--- src/rtl/key_dispatcher.sv ---
// key_dispatcher: latches HID keyboard reports and turns WASD / arrow keys
// into a per-player direction keycode plus frame-aligned step pulses.
module key_dispatcher_fsm #(
    parameter int REPEAT_DELAY = 20,
    parameter int REPEAT_RATE  = 8
) (
    input  logic       Clk,
    input  logic       Reset,
    input  logic       frame_tick,
    input  logic       inGame,
    input  logic [7:0] dir,
    output logic [7:0] keycode,
    output logic       step
);

    typedef enum logic [1:0] {IDLE, ARMED, HOLD} state_t;

    state_t     state;
    logic [7:0] cur;
    logic [7:0] cnt;

    // Hop-on-press / hold-to-repeat state machine with registered outputs.
    always_ff @(posedge Clk) begin
        if (Reset) begin
            state   <= IDLE;
            cur     <= 8'h00;
            cnt     <= 8'h00;
            keycode <= 8'h00;
            step    <= 1'b0;
        end else begin
            step <= 1'b0;
            if (!inGame) begin
                state   <= IDLE;
                keycode <= 8'h00;
            end else begin
                unique case (state)
                    IDLE: begin
                        if (dir != 8'h00) begin
                            cur     <= dir;
                            keycode <= dir;
                            state   <= ARMED;
                        end
                    end
                    ARMED: begin
                        // a tap shorter than a frame keeps its pending step
                        if (dir != 8'h00 && dir != cur) begin
                            cur     <= dir;
                            keycode <= dir;
                        end
                        if (frame_tick) begin
                            step  <= 1'b1;
                            cnt   <= 8'(REPEAT_DELAY - 1);
                            state <= HOLD;
                        end
                    end
                    HOLD: begin
                        if (dir == 8'h00) begin
                            state   <= IDLE;
                            keycode <= 8'h00;
                        end else if (dir != cur) begin
                            cur     <= dir;
                            keycode <= dir;
                            state   <= ARMED;
                        end else if (frame_tick) begin
                            if (cnt == 8'h00) begin
                                step <= 1'b1;
                                cnt  <= 8'(REPEAT_RATE - 1);
                            end else begin
                                cnt <= cnt - 8'd1;
                            end
                        end
                    end
                    default: begin
                        state   <= IDLE;
                        keycode <= 8'h00;
                    end
                endcase
            end
        end
    end

endmodule

module key_dispatcher #(
    parameter int REPEAT_DELAY = 20,
    parameter int REPEAT_RATE  = 8
) (
    input  logic        Clk,
    input  logic        Reset,
    input  logic        frame_tick,
    input  logic        inGame,
    input  logic        report_valid,
    input  logic [47:0] report_keys,
    output logic [7:0]  p1_keycode,
    output logic        p1_step,
    output logic [7:0]  p2_keycode,
    output logic        p2_step
);

    logic [47:0] report_q;
    logic [7:0]  dir1_d;
    logic [7:0]  dir2_d;
    logic [7:0]  dir1_q;
    logic [7:0]  dir2_q;

    function automatic logic has_key(input logic [47:0] r,
                                     input logic [7:0]  k);
        logic hit;
        hit = 1'b0;
        for (int i = 0; i < 6; i++) begin
            if (r[i*8 +: 8] == k) hit = 1'b1;
        end
        return hit;
    endfunction

    // Capture the host report; ErrorRollOver reports read as no keys.
    always_ff @(posedge Clk) begin
        if (Reset) begin
            report_q <= 48'h0;
        end else if (report_valid) begin
            if (has_key(report_keys, 8'h01)) report_q <= 48'h0;
            else                             report_q <= report_keys;
        end
    end

    // Priority decode of one direction per player.
    always_comb begin
        dir1_d = 8'h00;
        if      (has_key(report_q, 8'h1A)) dir1_d = 8'h1A;
        else if (has_key(report_q, 8'h16)) dir1_d = 8'h16;
        else if (has_key(report_q, 8'h04)) dir1_d = 8'h04;
        else if (has_key(report_q, 8'h07)) dir1_d = 8'h07;
        dir2_d = 8'h00;
        if      (has_key(report_q, 8'h52)) dir2_d = 8'h52;
        else if (has_key(report_q, 8'h51)) dir2_d = 8'h51;
        else if (has_key(report_q, 8'h50)) dir2_d = 8'h50;
        else if (has_key(report_q, 8'h4F)) dir2_d = 8'h4F;
    end

    // Register the decoded directions.
    always_ff @(posedge Clk) begin
        if (Reset) begin
            dir1_q <= 8'h00;
            dir2_q <= 8'h00;
        end else begin
            dir1_q <= dir1_d;
            dir2_q <= dir2_d;
        end
    end

    key_dispatcher_fsm #(
        .REPEAT_DELAY(REPEAT_DELAY),
        .REPEAT_RATE (REPEAT_RATE)
    ) u_p1 (
        .Clk       (Clk),
        .Reset     (Reset),
        .frame_tick(frame_tick),
        .inGame    (inGame),
        .dir       (dir1_q),
        .keycode   (p1_keycode),
        .step      (p1_step)
    );

    key_dispatcher_fsm #(
        .REPEAT_DELAY(REPEAT_DELAY),
        .REPEAT_RATE (REPEAT_RATE)
    ) u_p2 (
        .Clk       (Clk),
        .Reset     (Reset),
        .frame_tick(frame_tick),
        .inGame    (inGame),
        .dir       (dir2_q),
        .keycode   (p2_keycode),
        .step      (p2_step)
    );

endmodule

--- config.mk ---
export PLATFORM = sky130hd
export DESIGN_NAME = key_dispatcher
export DESIGN_NICKNAME = d
export VERILOG_FILES = /design/src/rtl/key_dispatcher.sv
export SDC_FILE = /design/constraint.sdc
export NUM_CORES = 1
export LEC_CHECK = 0
export ABC_AREA = 1
export CAP_MARGIN = 30
export CORE_ASPECT_RATIO = 1.1
export CORE_UTILIZATION = 55
export DETAILED_ROUTE_END_ITERATION = 10
export GPL_ROUTABILITY_DRIVEN = 1
export PLACE_DENSITY = 0.76
export SETUP_SLACK_MARGIN = 0.15
export SLEW_MARGIN = 15
export SYNTH_ARGS = -nofsm -noshare
export SYNTH_HDL_FRONTEND = slang
export SYNTH_SLANG_ARGS = --single-unit
--- constraint.sdc ---
create_clock -name Clk -period 1.85 [get_ports Clk]
set_clock_uncertainty 0.1 [all_clocks]
set_input_delay 0.37 -clock Clk [delete_from_list [all_inputs] [get_ports Clk]]
set_output_delay 0.37 -clock Clk [all_outputs]
set_load 0.02 [all_outputs]
* Word level (Yosys, flattened, before mapping) *
Cells that the tools add are included.

storage, ports and cells
  flip-flop bits (word level) = 118
  bits in latches = 0
  bits in writable memories = 0
  memory bits (read-only) = 0
  bits of input ports = 53
  output and inout bits = 18
  logic and storage cells = 245
  memories = 0

operators by class
  add/sub/neg operators = 2
  multiply operators = 0
  div/mod/pow operators = 0
  magnitude comparators = 0
  eq/ne operators = 76
  shift operators = 0
  mux-type cells = 122
  bitwise operators = 1
  reductions and logical operators = 27

operator list
  kind                                                    count
  == test 8 x 7 -> 1 bit (second input constant)          24
  two-way mux 8 bit                                       19
  == test 8 x 3 -> 1 bit (second input constant)          12
  == test 8 x 5 -> 1 bit (second input constant)          12
  one-hot mux 8 bit (3 select lines)                      4
  two-way mux 1 bit                                       77
  == test 8 x 1 -> 1 bit (second input constant)          6
  two-way mux 48 bit                                      1
  logical NOT 8 bit                                       4
  one-hot mux 8 bit (2 select lines)                      2
  two-way mux 7 bit                                       4
  AND reduction 6 bit                                     4
  inequality test 2 bit (second input constant)           8
  inequality test 8 bit                                   2
  nonzero test 8 bit                                      2
  subtractor 8 x 1 -> 8 bit (second input constant)       2
  two-way mux 2 bit                                       7
  inequality test 2 x 1 -> 1 bit (second input constant)  6
  one-hot mux 2 bit (3 select lines)                      2
  AND reduction 3 bit                                     4
  two-way mux 5 bit                                       2
  OR reduction 4 bit                                      2
  two-way mux 3 bit                                       2
  inequality test 3 x 1 -> 1 bit (second input constant)  2
  other kinds (9)                                         18

* Depth between registers and ports, before layout *
  word-level depth = 17
  mapped depth = 13
  depth with buffers taken out = 13

* Hierarchy *
Synthesis repeated with hierarchy kept, for this count alone.

second synthesis, totals
  cells, all modules = 1100
  area, all modules = 6917.9 µm²

modules (own cells, without submodules)
  module              times used  cells each  area an instance (µm²)  seq. area each (µm²)
  key_dispatcher      1           542         3494.6                  1161.1
  key_dispatcher_fsm  2           279         1711.6                  540.5

* Worst setup path before layout *
Ideal clock, no wire load.

  path kind = reg2reg
  from = register u_p1.state[0]
  to = register u_p1.cur[4]
  library setup time = 132 ps
  arrival = 1425 ps
  required time = 1618 ps
  path slack = 193 ps
  stages on the path, launching flop included = 9
  path buffers = 0
  clock period less this slack = 1657 ps
  path through = dfxtp_1 -> inv_1 -> ha_1 -> nand4_1 -> nand4_1 -> nor2_2 -> nand2_1 -> nand2_1 -> a21oi_1

on the way
  cells in the longest elaborated chain, start to end = 3
  elaborated cells between the ends (all ways) = 10
  those cells by class = eq/ne: 6; mux: 1; reduce/logical: 3

ends and longest elaborated chain
  element                                                                  line  source
  from (decl)                                                              18    state_t state;
  from (signal assigned)                                                   25    state <= IDLE;
  from (signal assigned)                                                   33    state <= IDLE;
  from (signal assigned)                                                   41    state <= ARMED;
  == test 2 bit (tied with other cells)                                    36    unique case (state)
  inequality test 2 x 1 -> 1 bit (no source line) (tied with other cells)  -
  AND reduction 6 bit (no source line)                                     -
  to (signal assigned)                                                     39    cur <= dir;
  to (signal assigned)                                                     47    cur <= dir;
  to (signal assigned)                                                     61    cur <= dir;
  to (decl)                                                                19    logic [7:0] cur;

Several ways; a longest one is shown, not always the timed one.
A chain may end at the register's enable or synchronous reset.

* Final worst setup path *
  from = input report_keys[31]
  to = register report_q[33]

on the way
  cells in the longest elaborated chain, start to end = 7

ends and longest elaborated chain
  element                         line  source
  from (decl)                     93    input logic [47:0] report_keys,
  == test 8 x 1 -> 1 bit          111   if (r[i*8 +: 8] == k) hit = 1'b1;
  two-way mux 1 bit (3 in a row)  111
  two-way mux 1 bit               120   end else if (report_valid) begin
  two-way mux 1 bit               118   if (Reset) begin
  two-way mux 48 bit              121   if (has_key(report_keys, 8'h01)) report_q <= 48'h0;
  to (signal assigned)            122   else report_q <= report_keys;
  to (decl)                       100   logic [47:0] report_q;

No other way between the ends. The select of a mux whose other input is x is not followed.

==> summary.md <==
| Metric | Value |
|---|---|
| Via/cell ratio | `5.277` |
| Initial drt markers | `290` |
| Largest family of logic cells by synthesized area | `simple AND/OR/NAND/NOR gates` |
| PwrDens | `783.9 nW/um^2` |
| Sequential group share of total power | `0.415` |
| Synth cell types | `36` |
| Number of synthesized flops with an enable pin | `0` |
| Ys async rst share | `0` |
| Final Critical Period | `1.616 ns` |
| Total die area | `11120 um^2` |
| Max-Cap Viols | `0` |
| CTS clk-pin slew, worst paths | `0.07 ns` |
| CTS tree | `yes` |
| Largest net degree at the start of global routing | `97` |
| Number of detailed-route iterations in the first pass | `5` |
| Slew Limit Fails | `0` |
| Crit. End Element | `register` |
| Overall Power | `5.909 mW` |
| Routed Wire Length | `14.69 mm` |
| Critical Path, Cell by Cell | `clkdlybuf4s50_1 > nor4_2 > buf_4 > a21oi_4 > buf_12 > nand3_1 > a21oi_1` |
| CTS H-tree lvls | `3` |
| YS warnings | `0` |
| Hold Crit Class | `in -> reg` |
| Crit path DAT | `1.74 ns` |
| DR vias | `6237` |
| Mapped Avg Cell Area | `6.330 um^2` |
| Synth area leaders | `dfxtp_1 34%, nand2_1 11%, nand3_1 10%` |
| Most frequent cells in the layout | `172 x nand2_1, 148 x nor2_1, 117 x nand3_1` |
| Post-Synth Adder-Cell Area | `0.02763` |
| R2r startpoint | `u_p1.state[1]$_SDFFE_PP0P_` |
| Xor/xnor share of the synthesized area | `0.01488` |
| Worst-Skew Late Latency | `0.35 ns` |
| Post-Synthesis Cells | `930` |
| Seq/Total Area, Yosys | `0.3401` |
| TritonCTS Sinks | `100` |
| Leak | `3.485 nW` |
| Post-synthesis mux area share | `0` |
| Crit share post-route | `0.8734` |
| Die Span X | `100.6 um` |
| Clk Tree Root Cell | `clkbuf_16` |
| Grt ovf | `0` |
| Total track usage | `0.2631` |
| NumNets Final | `1100` |
| Cell taking the most area after synthesis | `dfxtp_1` |
| Outcome | `finished clean` |
| Net Sw Power | `1.900 mW` |
| Initial antenna violation count | `0` |
| Finished Core Util | `0.7253` |
| Synth Flop Type | `dfxtp_1` |
| Compound-cell area share of the yosys netlist | `0.1201` |
| Number of global-route vias before repair | `5571` |
| Hold Crit Start | `report_keys[32]` |
| Area share of the largest cell type after synthesis | `0.3401` |
| Comb pwr share | `0.269` |
| Setup CP Type | `in -> reg` |
| Routed WL per cell | `12.43 um` |
| Clock power frac | `0.315` |
| Switch share | `0.3215` |
| #FFs+latches synth | `100` |
| Setup violators final | `0` |
| Fmax | `618.9 MHz` |
| RSZ-0062 raised after global routing | `yes` |
| WL met2 | `7.356 mm` |
| Most common cell after layout, fill and taps aside | `nand2_1` |
| IO buf count | `65` |
| DR DRC count | `0` |
| Pre-CTS WS | `-0.2228 ns` |
| Uppermost layer routed | `met4` |
| Worst Setup Start Kind | `input port` |
| Met1 wire length | `6.379 mm` |
| Final GP Congestion | `0.8957` |
| Cts bufs inserted | `9` |
| ANT cells | `0` |
| Critical-path cell with the highest stage delay | `clkdlybuf4s50_1` |
| Post-synthesis simple-gate area fraction | `0.3957` |
| Site row count | `39` |
| DRT antenna net count | `0` |
| Core Footprint | `10390 um^2` |
| Mapped Area | `5887 um^2` |
| CP required | `1.97 ns` |
| Setup crit start | `report_keys[31]` |
| Pint | `4.009 mW` |
| DPL Wire Length | `10.24 mm` |
| IR Drop Worst-Case VDD | `0.4259 mV` |
| Met3 WL | `593 um` |
| Setup WS post-layout | `0.2343 ns` |
| Starting Density | `0.5664` |
| First-pass GRT wire length | `24.14 mm` |
| Final hold violation count | `0` |
| Crit path max fanout | `26` |
| Area Overhead vs Synth | `28.06%` |
| Die span in y | `110.5 um` |
| Share of cells above drive strength 1 | `0.1357` |
| Io pins | `71` |
| CTS Buffer Depth | `2` |
| Crit path largest cell delay | `0.44 ns` |
## per-layer routing
layer	up-vias	GRT usage
li1	3252	-
met1	2794	0.3251
met2	157	0.4616
met3	34	0.03797
met4	0	0.08986
met5	-	0
## flip-flops by register name (all words and copies together), names as in the netlist
name and count:
u_p1.state 2, dir1_q 5, u_p2.keycode 5, u_p2.cnt 8, u_p1.step 1, u_p1.cur 5
u_p1.keycode 5, u_p1.cnt 8, dir2_q 5, u_p2.cur 5, u_p2.state 2, u_p2.step 1
report_q 48
## cell usage after synthesis (3+ instances only)
cell      number
inv_1         97
nor2_2         7
nand3_2        3
xor2_1         7
nor4_1         6
nor2_1       154
nand3_1      118
o21ai_0       54
ha_1          13
buf_4          9
nand4_1       31
xnor2_1        3
dfxtp_1      100
clkbuf_1      21
buf_2          5
nor3_1        16
nand2_1      178
a21oi_1       80
inv_2          5
nand2_2        3
## power groups by stage
stage               logic (mW)  registers [mW]  clock network (mW)
CTS                       1.50            2.45                1.88
finish                    1.59            2.45                1.86
detailed placement        1.50            2.50                   0
global placement          1.48            2.49                   0
floorplan                 1.02            2.50                   0
global route              1.80            2.47                1.99
## worst paths after layout
check,end,slack (ns),cells after the start
max,report_q[33]$_SDFFE_PP0P_,0.23,7
min reg2reg,u_p1.keycode[3]$_SDFFE_PP0P_,0.37,2
min,report_q[32]$_SDFFE_PP0P_,0.35,4
max reg2reg,u_p1.cnt[6]$_SDFFE_PP0P_,0.23,8
## critical path: cells and delay by family
family	cells	cell delay, ns
compound gates	2	0.14
buf+inv	3	0.79
simple gates	2	0.43
## cell type report
type	instances	area [um^2]
Multi-Input combinational cell	695	3508
Fill cell	894	2855
Sequential cell	100	2009
Timing Repair Buffer	125	1165
Inverter	103	386.6
Clock buffer	14	274.0
Tap cell	143	178.9
Clock inverter	2	16.27
## per-stage QoR
stage / area, um^2 / hold slack (ns) / std cells / setup TNS (ns)
after global routing: 7538 / 0.3730 / 1182 / 0
after floorplan: 5902 / 0.3399 / 934 / 0
after global placement: 7018 / 0.3498 / 1162 / -9.211
after CTS: 7317 / 0.3757 / 1178 / 0
after detailed placement: 7018 / 0.3647 / 1162 / -10.24
final: 7538 / 0.3454 / 1182 / 0
## cells by family after synthesis
| kind of cell | count (synthesis) |
|---|---|
| and+or+nand+nor | 526 |
| buffers and inverters | 141 |
| AOI/OAI and AO/OA | 139 |
| DFF | 100 |
| adders and majority gates | 13 |
| xor gates and xnor gates | 10 |
| other | 1 |
## repair_timing
| item | CTS | global route |
|---|---|---|
| pin swaps | 0 | 14 |
| setup buffers | 0 | 0 |
| gates resized for setup | 19 | 47 |
| hold endpoints to repair | 0 | 0 |
| gates cloned | 0 | 4 |
| setup endpoints to repair | 59 | 86 |
| hold buffers | 0 | 0 |
Note: power is estimated with default switching activity, not from simulation.
